$ cat config.mk
export PLATFORM = sky130hd
export DESIGN_NAME = cordic_angle_reduce_flat
export DESIGN_NICKNAME = d
export VERILOG_FILES = /design/src/rtl/cordic_angle_reduce_if.sv /design/src/rtl/cordic_angle_reduce.sv /design/src/flat_wrapper.sv
export SDC_FILE = /design/constraint.sdc
export NUM_CORES = 1
export LEC_CHECK = 0
export BUFFER_PORTS_ARGS = -buffer_cell sky130_fd_sc_hd__buf_2
export CORE_MARGIN = 2
export CORE_UTILIZATION = 55
export DETAILED_ROUTE_END_ITERATION = 10
export GPL_ROUTABILITY_DRIVEN = 0
export HOLD_SLACK_MARGIN = 0.03
export PLACE_DENSITY = 0.77
export REMOVE_ABC_BUFFERS = 1
export SYNTH_ARGS = -nofsm -noshare
export SYNTH_HDL_FRONTEND = slang
export SYNTH_SLANG_ARGS = --single-unit
$ cat constraint.sdc
create_clock -name clk -period 6.3 [get_ports clk]
set_input_delay 0.63 -clock clk [delete_from_list [all_inputs] [get_ports clk]]
set_output_delay 0.63 -clock clk [all_outputs]
set_load 0.02 [all_outputs]
$ cat src/rtl/cordic_angle_reduce_if.sv
// Handshake bundle between the angle source, the reducer and the CORDIC cosine stage.
// The producer side uses the master modport; the reducer uses the slave modport.
interface cordic_angle_reduce_if;
   logic        in_valid;
   logic        in_ready;
   logic [31:0] in_data;
   logic        out_valid;
   logic        out_ready;
   logic [21:0] out_angle;
   logic        out_neg;
   logic        out_err;

   modport master (
      output in_valid, in_data, out_ready,
      input  in_ready, out_valid, out_angle, out_neg, out_err
   );

   modport slave (
      input  in_valid, in_data, out_ready,
      output in_ready, out_valid, out_angle, out_neg, out_err
   );
endinterface

$ cat src/rtl/cordic_angle_reduce.sv
// Reduces an IEEE-754 single angle modulo 2*pi and folds it into [0, pi/2] as Q2.20 plus a cosine negate flag.
// Optional macro CORDIC_REDUCE_SKIP_EN bypasses REDUCE when the aligned angle is already below 2*pi.
module cordic_angle_reduce #(
   parameter int MAX_EXP = 8
) (
   input logic                  clk,
   input logic                  reset,
   cordic_angle_reduce_if.slave bus
);

   localparam int W  = MAX_EXP + 31;
   localparam int KW = (MAX_EXP > 1) ? $clog2(MAX_EXP) : 1;

   localparam logic [W-1:0] TWO_PI  = W'(32'd1686629713);
   localparam logic [W-1:0] PI      = W'(32'd843314857);
   localparam logic [W-1:0] HALF_PI = W'(32'd421657428);
   localparam logic [W-1:0] RND     = W'(32'd128);

   typedef enum logic [2:0] {IDLE, ALIGN, REDUCE, FOLD, DONE} state_t;

   state_t         state_r;
   logic [W-1:0]   r_r;
   logic [KW-1:0]  k_r;
   logic [7:0]     exp_r;
   logic [22:0]    mant_r;
   logic           in_ready_r;
   logic           out_valid_r;
   logic [21:0]    out_angle_r;
   logic           out_neg_r;
   logic           out_err_r;

   logic [7:0]     in_exp_s;
   logic           in_bad_s;
   logic           in_tiny_s;
   logic [W-1:0]   sig_s;
   logic [W-1:0]   aligned_s;
   logic [W-1:0]   sub_s;
   logic [W-1:0]   reduced_s;
   logic [W-1:0]   r1_s;
   logic [W-1:0]   r2_s;
   logic           neg_s;
   logic [21:0]    angle_s;

   // Classify the incoming exponent: NaN/Inf/out-of-range versus flush-to-zero.
   always_comb begin
      in_exp_s  = bus.in_data[30:23];
      in_bad_s  = (in_exp_s == 8'hFF) || ({1'b0, in_exp_s} >= 9'(127 + MAX_EXP));
      in_tiny_s = (in_exp_s < 8'd99);
   end

   // Place the significand on the 28-fraction-bit grid; shift is e+5 = exp-122.
   always_comb begin
      sig_s = {{(W-24){1'b0}}, 1'b1, mant_r};
      if (exp_r >= 8'd122) begin
         aligned_s = sig_s << (exp_r - 8'd122);
      end else begin
         aligned_s = sig_s >> (8'd122 - exp_r);
      end
   end

   // One conditional subtraction of 2*pi scaled by 2^k.
   always_comb begin
      sub_s = TWO_PI << k_r;
      if (r_r >= sub_s) begin
         reduced_s = r_r - sub_s;
      end else begin
         reduced_s = r_r;
      end
   end

   // Fold [0, 2*pi) into [0, pi/2]; the pi-r1 reflection flips the cosine sign.
   always_comb begin
      if (r_r > PI) begin
         r1_s = TWO_PI - r_r;
      end else begin
         r1_s = r_r;
      end
      if (r1_s > HALF_PI) begin
         r2_s  = PI - r1_s;
         neg_s = 1'b1;
      end else begin
         r2_s  = r1_s;
         neg_s = 1'b0;
      end
      angle_s = 22'((r2_s + RND) >> 8);
   end

   // Control FSM with registered handshake and result outputs.
   always_ff @(posedge clk) begin
      if (reset) begin
         state_r     <= IDLE;
         r_r         <= '0;
         k_r         <= '0;
         exp_r       <= 8'd0;
         mant_r      <= 23'd0;
         in_ready_r  <= 1'b1;
         out_valid_r <= 1'b0;
         out_angle_r <= 22'd0;
         out_neg_r   <= 1'b0;
         out_err_r   <= 1'b0;
      end else begin
         case (state_r)
            IDLE: begin
               if (bus.in_valid) begin
                  exp_r      <= in_exp_s;
                  mant_r     <= bus.in_data[22:0];
                  in_ready_r <= 1'b0;
                  if (in_bad_s) begin
                     out_angle_r <= 22'd0;
                     out_neg_r   <= 1'b0;
                     out_err_r   <= 1'b1;
                     out_valid_r <= 1'b1;
                     state_r     <= DONE;
                  end else if (in_tiny_s) begin
                     out_angle_r <= 22'd0;
                     out_neg_r   <= 1'b0;
                     out_err_r   <= 1'b0;
                     out_valid_r <= 1'b1;
                     state_r     <= DONE;
                  end else begin
                     state_r <= ALIGN;
                  end
               end else begin
                  in_ready_r <= 1'b1;
               end
            end
            ALIGN: begin
               r_r <= aligned_s;
               k_r <= KW'(MAX_EXP - 1);
`ifdef CORDIC_REDUCE_SKIP_EN
               if (aligned_s < TWO_PI) begin
                  state_r <= FOLD;
               end else begin
                  state_r <= REDUCE;
               end
`else
               state_r <= REDUCE;
`endif
            end
            REDUCE: begin
               r_r <= reduced_s;
               if (k_r == KW'(0)) begin
                  state_r <= FOLD;
               end else begin
                  k_r <= k_r - KW'(1);
               end
            end
            FOLD: begin
               out_angle_r <= angle_s;
               out_neg_r   <= neg_s;
               out_err_r   <= 1'b0;
               out_valid_r <= 1'b1;
               state_r     <= DONE;
            end
            DONE: begin
               if (bus.out_ready) begin
                  out_valid_r <= 1'b0;
                  in_ready_r  <= 1'b1;
                  state_r     <= IDLE;
               end else begin
                  out_valid_r <= 1'b1;
               end
            end
            default: begin
               state_r     <= IDLE;
               in_ready_r  <= 1'b1;
               out_valid_r <= 1'b0;
            end
         endcase
      end
   end

   assign bus.in_ready  = in_ready_r;
   assign bus.out_valid = out_valid_r;
   assign bus.out_angle = out_angle_r;
   assign bus.out_neg   = out_neg_r;
   assign bus.out_err   = out_err_r;

endmodule

$ cat src/flat_wrapper.sv
// flat-port wrapper written by rule: the top's interface ports become plain ports
module cordic_angle_reduce_flat 
#(
   parameter int MAX_EXP = 8
)
  (clk, reset, bus_in_valid, bus_in_data, bus_out_ready, bus_in_ready, bus_out_valid, bus_out_angle, bus_out_neg, bus_out_err);
  cordic_angle_reduce_if bus_i ();
  input logic clk;
  input logic reset;
  input wire logic [$bits(bus_i.in_valid)-1:0] bus_in_valid;
  input wire logic [$bits(bus_i.in_data)-1:0] bus_in_data;
  input wire logic [$bits(bus_i.out_ready)-1:0] bus_out_ready;
  output wire logic [$bits(bus_i.in_ready)-1:0] bus_in_ready;
  output wire logic [$bits(bus_i.out_valid)-1:0] bus_out_valid;
  output wire logic [$bits(bus_i.out_angle)-1:0] bus_out_angle;
  output wire logic [$bits(bus_i.out_neg)-1:0] bus_out_neg;
  output wire logic [$bits(bus_i.out_err)-1:0] bus_out_err;
  assign bus_i.in_valid = bus_in_valid;
  assign bus_i.in_data = bus_in_data;
  assign bus_i.out_ready = bus_out_ready;
  assign bus_in_ready = bus_i.in_ready;
  assign bus_out_valid = bus_i.out_valid;
  assign bus_out_angle = bus_i.out_angle;
  assign bus_out_neg = bus_i.out_neg;
  assign bus_out_err = bus_i.out_err;
  cordic_angle_reduce #(.MAX_EXP(MAX_EXP)) u_core (.clk(clk), .reset(reset), .bus(bus_i));
endmodule
==> metrics.csv, run 1 <==
metric,value,unit
start_util,55.5,%
coreArea,22400,um2
seqPwrFrac,30.7,%
crit_path_start_kind,flip-flop,
finalNetCount,1804,
ys.flop_type,dfxtp_1,
yosysMostFrequentCell,nand2_1,
ys_warn_count,0,
worstMarginPinSlew,1.12,ns
grt_max_degree,88,
top_layer,met4,
route.met2.wl,16800,um
drv_slew,0,
holdWs,0.446,ns
post_synth.cell_area_avg,7.23,um2
syn_inst,1723,
setup_viol_count_final,0,
cts_buffers,9,
die_h,155,um
first_pass_iters,6,
ios,62,
final_util,59.2,%
sw_frac_of_total,42.7,%
globalRouteOverflowTotal,0,
die_x,155,um
wirelength,38700,um
cts_tree,done,
clock_sinks,102,
port_buffers,60,
drt-initial-drc-count,1967,
htreeDepth,3,
arrival,6.24,ns
synth_area_leaders,"dfxtp_1 16%, nand2_1 6.6%, a21oi_1 5.4%",
synthArstFlopShare,0,%
post-route-worst-setup-slack,0.349,ns
outcome,finished clean,
grt_pass1_wl,63100,um
holdBufCountCts,0,
drive_gt1_share,11.2,%
final-hold-violation-count,0,
wire_per_inst,19.3,um
drt-vias-per-instance,6.84,
syn_to_final_growth,6.60,%
skew,0.0144,ns
cts-root-buf,clkbuf_16,
antenna_found_initial,0,
timing.fmax,168,MHz
cts-resized-gates,0,
cp_max_fo,14,
yosys_register_bits,102,
synth_area_leader_cell,dfxtp_1,
p_total,2.37,mW
pwr-share-comb,46.3,%
remaining_drc_errors,0,
vdd_drop_max,130,uV
crit_type,reg2reg,
cts_buffer_depth,2,
powerDensity,178,nW/um2
holdCritPathClass,reg2reg,
wl_met1,16400,um
critical_path_required,6.59,ns
wl_met3,4520,um
fin_crit,5.95,ns
num_vias,13700,
slew_headroom,25.2,%
grt_setup_unrepaired,no,
die_area,23900,um2
clk_pin_slew,0.08,ns
regArea,2040,um2
pwr-share-clk,23.1,%
dp_hpwl,29400,um
p_sw,1.01,mW
worst_setup_path_end_kind,flip-flop,
place_ws,0.306,ns
track_usage,31.9,%
leakage,4.98,nW
ant_nets,0,
setup_tns,0,ns
seq_area_frac_synth,16.4,%
timing.final.crit_share,94.5,%
n_antenna_cell,0,
cts_setup_buffers,0,
cap_violations,0,
syn_area,12500,um2
n_fill_cell,2081,
intPower,1.36,mW
synth.distinct_cells,96,
multi_input_area,9850,um2
synth_commonest_cells,"220 x nand2_1, 176 x nor2_1, 134 x a21oi_1",
synth_edf_count,0,
clk_latency,0.37,ns
grt_pass1_vias,12300,
synth_top_area_share,16.4,%
num_rows,55,
-- worst max-delay path, cell delays in order (launching register included) --
cell and delay, ns:
dfxtp_1 0.44, or4_1 0.60, or4b_1 0.53, or3_4 0.40, o211a_4 0.33, nor4b_4 0.29, o32ai_1 0.20, or4b_1 0.60
or3_4 0.44, a21o_1 0.28, a211o_1 0.38, a211oi_4 0.35, nand4b_4 0.24, o21ai_1 0.21, or4b_1 0.46, o211ai_1 0.11
-- layout by cell type, fill, tap and decap left out, drive strengths merged, types with 29 or more instances in the layout --
| cell type | count |
|---|---|
| mux2i | 52 |
| o21ai | 98 |
| nor2b | 37 |
| nand2b | 32 |
| xnor2 | 64 |
| inv | 41 |
| buf | 99 |
| o211ai | 29 |
| nand3 | 39 |
| nand2 | 220 |
| nor2 | 176 |
| xor2 | 41 |
| ha | 52 |
| a21oi | 134 |
| nor3 | 43 |
| dfxtp | 102 |
| a211oi | 35 |
| a21o | 32 |
-- stage by stage --
step	instances	instance area, um2
after floorplan	1605	12000
after global placement	1989	13000
after detailed placement	1989	13000
after CTS	2004	13300
after global routing	2004	13300
final	2004	13300
-- metal layers --
| layer | up-vias | GRT usage, % |
|---|---|---|
| met2 | 810 | 49.0 |
| met3 | 111 | 6.78 |
| met1 | 6380 | 45.5 |
| met5 | - | 0 |
| li1 | 6402 | - |
| met4 | 0 | 8.73 |
-- path summary, 6_finish.rpt --
check                           startpoint                  endpoint  slack, ns  cells past startpoint
setup / recovery            u_core.r_r[19]  u_core.bus.out_angle[15]       0.35                     15
setup reg to reg            u_core.r_r[19]  u_core.bus.out_angle[15]       0.35                     15
hold reg to reg   u_core.bus.out_angle[16]  u_core.bus.out_angle[16]       0.45                      2
hold / removal    u_core.bus.out_angle[16]  u_core.bus.out_angle[16]       0.45                      2
-- state kept, by name (all words and copies together), names as in the netlist --
name / cells
u_core.exp_r: 8
u_core.r_r: 39
u_core.bus.out_valid: 1
u_core.bus.in_ready: 1
u_core.bus.out_err: 1
u_core.k_r: 3
u_core.state_r: 3
u_core.bus.out_neg: 1
u_core.bus.out_angle: 22
u_core.mant_r: 23
-- logic make-up (layout without fill, tap and decap cells) --
| logic type | after synthesis | in the layout | share of synthesized area, % |
|---|---|---|---|
| mux | 90 | 90 | 9.69 |
| simple gates | 673 | 673 | 26.4 |
| compound gates | 539 | 539 | 29.6 |
| buf+inv | 160 | 156 | 4.95 |
| flops | 102 | 102 | 16.4 |
| fa+ha+maj | 53 | 53 | 5.38 |
| xor+xnor | 106 | 106 | 7.57 |
-- power groups by stage --
stage               clock network (mW)  logic, mW  registers [mW]
CTS                              0.548       1.06           0.724
global route                     0.575       1.18           0.733
finish                           0.546       1.10           0.726
global placement                     0       1.03           0.737
detailed placement                   0       1.05           0.739
floorplan                            0      0.773           0.734
-- layout make-up --
| cell class | instances | share of cell area [%] |
|---|---|---|
| tap | 285 | 2.69 |
| clock inverter | 6 | 0.301 |
| timing repair buffer | 99 | 4.56 |
| multi-input combinational | 1461 | 74.2 |
| clock buffer | 9 | 1.70 |
| inverter | 42 | 1.19 |
| sequential | 102 | 15.4 |
(Power assumes the default switching activity.)
==> inputs of run 2 (changes only) <==
--- a/config.mk
+++ b/config.mk
@@ -7,11 +7,11 @@
 export LEC_CHECK = 0
 export BUFFER_PORTS_ARGS = -buffer_cell sky130_fd_sc_hd__buf_2
 export CORE_MARGIN = 2
-export CORE_UTILIZATION = 55
+export CORE_UTILIZATION = 40
 export DETAILED_ROUTE_END_ITERATION = 10
 export GPL_ROUTABILITY_DRIVEN = 0
 export HOLD_SLACK_MARGIN = 0.03
-export PLACE_DENSITY = 0.77
+export PLACE_DENSITY = 0.62
 export REMOVE_ABC_BUFFERS = 1
 export SYNTH_ARGS = -nofsm -noshare
 export SYNTH_HDL_FRONTEND = slang
==> constraint.sdc (replaced) <==
create_clock -name clk -period 5.11 [get_ports clk]
set_input_delay 0.511 -clock clk [delete_from_list [all_inputs] [get_ports clk]]
set_output_delay 0.511 -clock clk [all_outputs]
set_load 0.02 [all_outputs]
==> metrics.csv, run 2 (synthesized netlist as in run 1, its figures left out) <==
metric,value,unit
fin_crit,5.31,ns
cpPeakStageDelay,0.52,ns
arrival,5.56,ns
grt_pass1_vias,12900,
pwr-share-comb,48.6,%
clk_latency,0.39,ns
wire_per_inst,18.7,um
n_fill_cell,3102,
port_buffers,60,
grt_setup_unrepaired,yes,
clock_sinks,102,
cts_buffer_depth,2,
critical_path_required,5.36,ns
cp_max_fo,12,
start_util,40.6,%
die_h,180,um
slew_headroom,21.0,%
cap_violations,0,
holdCritPathClass,in2reg,
post-route-worst-setup-slack,-0.198,ns
ios,62,
skew,0.0153,ns
crit_slowest_cell,or4_4,
seqPwrFrac,26.5,%
first_pass_iters,7,
top_register,u_core.r_r,
drt-initial-drc-count,1354,
largest_reg_flops,39,
coreArea,30700,um2
num_vias,13900,
die_x,180,um
timing.fmax,188,MHz
finalNetCount,1975,
timing.final.crit_share,104,%
vdd_drop_max,189,uV
setup_viol_count_final,9,
final_cell_mix,"218 x nand2_1, 201 x buf_4, 173 x nor2_1",
intPower,2.01,mW
track_usage,25.8,%
drive_gt1_share,21.8,%
outcome,"complete, but fails checks",
setup_tns,-1.04,ns
final_common_cell,nand2_1,
crit_path_frequent_cell,buf_4,
worst_setup_path_end_kind,flip-flop,
drt-vias-per-instance,6.09,
cts-root-buf,clkbuf_16,
cts_tree,done,
syn_to_final_growth,22.2,%
crit_type,reg2reg,
dp_hpwl,33100,um
cts_buffers,9,
die_area,32600,um2
globalRouteOverflowTotal,0,
p_sw,1.32,mW
worstPathCellList,or4_4 > or4b_1 > or3_4 > o211a_4 > buf_4 > o21ai_0 > a211oi_2 > buf_4 > o21a_1 > nor2b_2 > a21o_4 > a211o_4 > a211oi_4 > nand4b_4 > buf_12 > nor4b_4 > xnor2_1 > o21ai_1,
antenna_found_initial,0,
htreeDepth,3,
remaining_drc_errors,0,
clk_pin_slew,0.08,ns
ant_nets,0,
worst-r2r-setup-slack,-0.20,ns
grt_pass1_wl,68900,um
n_antenna_cell,0,
pwr-share-clk,25.0,%
worstMarginPinSlew,1.18,ns
sw_frac_of_total,39.5,%
wirelength,42600,um
violations,setup timing,
powerDensity,219,nW/um2
final-hold-violation-count,0,
grt_max_degree,56,
drv_slew,0,
p_total,3.33,mW
holdBufCountCts,0,
leakage,6.08,nW
crit_path_start_kind,flip-flop,
num_rows,64,
run 2: cell types whose count changed in the layout (fill, tap and decap cells not counted), moves of 4 or more:
| cell | delta |
|---|---|
| nor3_2 | +4 |
| buf_6 | +7 |
| nor3_1 | -6 |
| buf_4 | +163 |
| nor4_4 | +5 |
run 2: critical path: cells and delay by family (launching register included):
| family | cells | cell delay (ns) |
|---|---|---|
| compound gates | 8 | 2.13 |
| buf+inv | 3 | 0.54 |
| flops | 1 | 0.32 |
| xor+xnor | 1 | 0.16 |
| simple gates | 6 | 2.03 |
run 2: final timing paths:
check / endpoint / cells after the start / startpoint
max reg2reg: u_core.bus.out_angle[20] / 18 / u_core.r_r[21]
min reg2reg: u_core.bus.out_angle[9] / 2 / u_core.bus.out_angle[9]
max: u_core.bus.out_angle[20] / 18 / u_core.r_r[21]
min: u_core.mant_r[16] / 3 / bus_in_data[16]
run 2: area by class of cell:
cell class	count	area (um2)	share of cell area [%]
multi-input combinational	1461	10300	67.4
sequential	102	2050	13.5
timing repair buffer	270	1930	12.7
tap	396	495	3.25
clock buffer	11	243	1.59
inverter	42	158	1.04
clock inverter	4	95.1	0.624
run 2: power groups by stage:
| stage | logic, mW | registers, mW | clock network, mW |
|---|---|---|---|
| after CTS | 1.54 | 0.880 | 0.843 |
| after global routing | 1.75 | 0.888 | 0.872 |
| final | 1.62 | 0.881 | 0.831 |
| after global placement | 1.46 | 0.897 | 0 |
| after detailed placement | 1.49 | 0.898 | 0 |
| after floorplan | 0.953 | 0.905 | 0 |
run 2: metrics by stage:
step	utilization, %	instance area, um2	std cells	hold slack (ns)	setup WS [ns]
floorplan	-	12000	1605	0.462	-1.42
global placement	46.8	14300	2259	0.430	-0.286
detailed placement	46.8	14300	2259	0.435	-0.357
CTS	48.8	15000	2280	0.347	-0.0793
global route	49.6	15200	2286	0.370	-0.281
finish	49.6	15200	2286	0.355	-0.198
run 2: layer usage:
| metal | part of all wire [%] | up-vias | global-route usage, % |
|---|---|---|---|
| li1 | - | 6732 | - |
| met1 | 46 | 6588 | 35.9 |
| met2 | 45 | 507 | 40.5 |
| met3 | 6.3 | 88 | 3.52 |
| met4 | 3.0 | 0 | 9.39 |
| met5 | 0 | - | 0 |
run 2: what timing repair did:
item,4_1_cts,5_1_grt
endpoints found under the setup margin,17,47
resized for setup,38,48
setup buffers,6,6
pin swaps,35,20
==> inputs of run 3 (changes only) <==
--- a/config.mk
+++ b/config.mk
@@ -5,6 +5,7 @@
 export SDC_FILE = /design/constraint.sdc
 export NUM_CORES = 1
 export LEC_CHECK = 0
+export ABC_AREA = 1
 export BUFFER_PORTS_ARGS = -buffer_cell sky130_fd_sc_hd__buf_2
 export CORE_MARGIN = 2
 export CORE_UTILIZATION = 40
==> metrics.csv, run 3 <==
metric,value,unit
final_common_cell,nand2_1,
timing.final.crit_share,90.5,%
finalNetCount,2658,
cpPeakStageDelay,0.51,ns
path_buf_inv,4,
n_antenna_cell,0,
die_area,36300,um2
port_buffers,60,
syn_inst,2568,
post_synth.cell_area_avg,5.42,um2
final-hold-violation-count,0,
wire_per_inst,16.8,um
reg2reg_depth,28,
die_x,191,um
ys_warn_count,0,
drv_slew,0,
cp_top_family,simple AND/OR/NAND/NOR gates,
clk_latency,0.37,ns
outcome,finished clean,
num_vias,17100,
skew,0.0153,ns
start_util,40.4,%
htreeDepth,3,
first_pass_iters,7,
worstMarginPinSlew,1.23,ns
drt-initial-drc-count,1704,
n_fill_cell,3879,
grt_pass1_vias,15400,
dp_cells,3013,
crit_path_start_kind,flip-flop,
globalRouteOverflowTotal,0,
cts-resized-gates,0,
multi_input_area,10400,um2
worst_setup_path_end_kind,flip-flop,
ys.flop_type,dfxtp_1,
syn_to_final_growth,6.67,%
synthArstFlopShare,0,%
antenna_found_initial,0,
wirelength,50900,um
final_cell_mix,"766 x nand2_1, 282 x nor2_1, 244 x o21ai_0",
crit_slowest_cell,dfxtp_1,
top_register,u_core.r_r,
clock_sinks,102,
p_total,6.98,mW
slew_headroom,17.6,%
holdBufCountCts,0,
remaining_drc_errors,0,
regArea,2040,um2
synth_area_leader_cell,nand2_1,
ant_nets,0,
syn_area,13900,um2
die_h,191,um
cp_max_fo,20,
synth_edf_count,0,
cts_buffer_depth,2,
critical_path_required,5.41,ns
synth_commonest_cells,"766 x nand2_1, 282 x nor2_1, 244 x o21ai_0",
powerDensity,470,nW/um2
cts_buffers,9,
clk_pin_slew,0.08,ns
synth_top_area_share,20.6,%
grt_pass1_wl,81400,um
synth.distinct_cells,59,
grt_max_degree,54,
cts_tree,done,
holdWs,0.404,ns
post-route-worst-setup-slack,0.487,ns
fin_crit,4.62,ns
vdd_drop_max,392,uV
ios,62,
leakage,6.84,nW
cp.depth,28,
dp_hpwl,40800,um
largest_reg_flops,39,
place_ws,0.602,ns
drive_gt1_share,8.59,%
cts-root-buf,clkbuf_16,
num_rows,68,
arrival,4.92,ns
cts_setup_buffers,0,
timing.fmax,216,MHz
crit_path_frequent_cell,nand2_1,
synth_area_leaders,"nand2_1 21%, dfxtp_1 15%, o21ai_0 8.8%",
yosysMostFrequentCell,nand2_1,
setup_viol_count_final,0,
cap_violations,0,
track_usage,27.9,%
drt-vias-per-instance,5.64,
finalNonFillerCells,3029,
whs_path_depth,3,
grt_setup_unrepaired,no,
yosys_register_bits,102,
holdCritPathClass,in2reg,
seq_area_frac_synth,14.7,%
crit_type,reg2reg,
coreArea,34500,um2
[run 3: cell types whose count changed in the layout (fill, tap and decap cells not counted), sizes merged, moves of 74 or more]
cell	change
buf	-187
nand2	+572
a21oi	+74
o21ai	+156
nand3	+180
inv	+232
nor2	+134
[run 3: power breakdown]
part           internal, mW  leakage [nW]  switching (mW)  total, mW
sequential            0.869         0.830          0.0881      0.957
clock                 0.392         0.150           0.359      0.751
combinational          1.42          5.86            3.85       5.27
total                  2.68          6.84            4.30       6.98
[run 3: through the flow]
stage / utilization, % / setup TNS, ns / cell area, um2
detailed placement: 42.2 / 0 / 14500
CTS: 43.1 / 0 / 14900
global placement: 42.2 / 0 / 14500
floorplan: - / -0.192 / 13500
finish: 43.1 / 0 / 14900
global route: 43.1 / 0 / 14900
[run 3: kinds of logic (layout without fill, tap and decap cells)]
| kind of cell | Yosys count | count (layout) | share of synthesized area (%) |
|---|---|---|---|
| DFF | 102 | 102 | 14.7 |
| buffers and inverters | 373 | 379 | 10.7 |
| and+or+nand+nor | 1411 | 1411 | 43.5 |
| muxes | 17 | 17 | 1.22 |
| xor gates and xnor gates | 37 | 37 | 2.33 |
| AOI/OAI and AO/OA | 575 | 575 | 22.8 |
| adders and majority gates | 53 | 53 | 4.81 |
[run 3: worst register-to-register path, delay by kind of cell, from the launching register on]
family	cells	cell delay, ns
AOI/OAI and AO/OA	1	0.17
DFF	1	0.51
adders and majority gates	1	0.16
and+or+nand+nor	22	3.11
buffers and inverters	4	0.63
[run 3: path summary, 6_finish.rpt]
| check | startpoint | end | slack, ns |
|---|---|---|---|
| min | bus_in_data[14] | u_core.mant_r[14] | 0.40 |
| min reg2reg | u_core.bus.out_angle[13] | u_core.bus.out_angle[13] | 0.47 |
| max | u_core.r_r[5] | u_core.bus.out_angle[19] | 0.49 |
| max reg2reg | u_core.r_r[5] | u_core.bus.out_angle[19] | 0.49 |
[run 3: final cells by class]
cell class	instances	area share (%)
clock buffers	9	1.52
clock inverters	7	0.598
inverters	280	7.07
multi-input cells	2093	70.1
flip-flops and latches	102	13.7
well taps	455	3.83
repair buffers	83	3.18
[run 3: routing by layer]
| metal | track usage, % | part of all wire [%] |
|---|---|---|
| met1 | 35.7 | 43 |
| met2 | 46.8 | 46 |
| met3 | 2.94 | 6.8 |
| met4 | 13.2 | 4.9 |
| met5 | 0 | 0 |
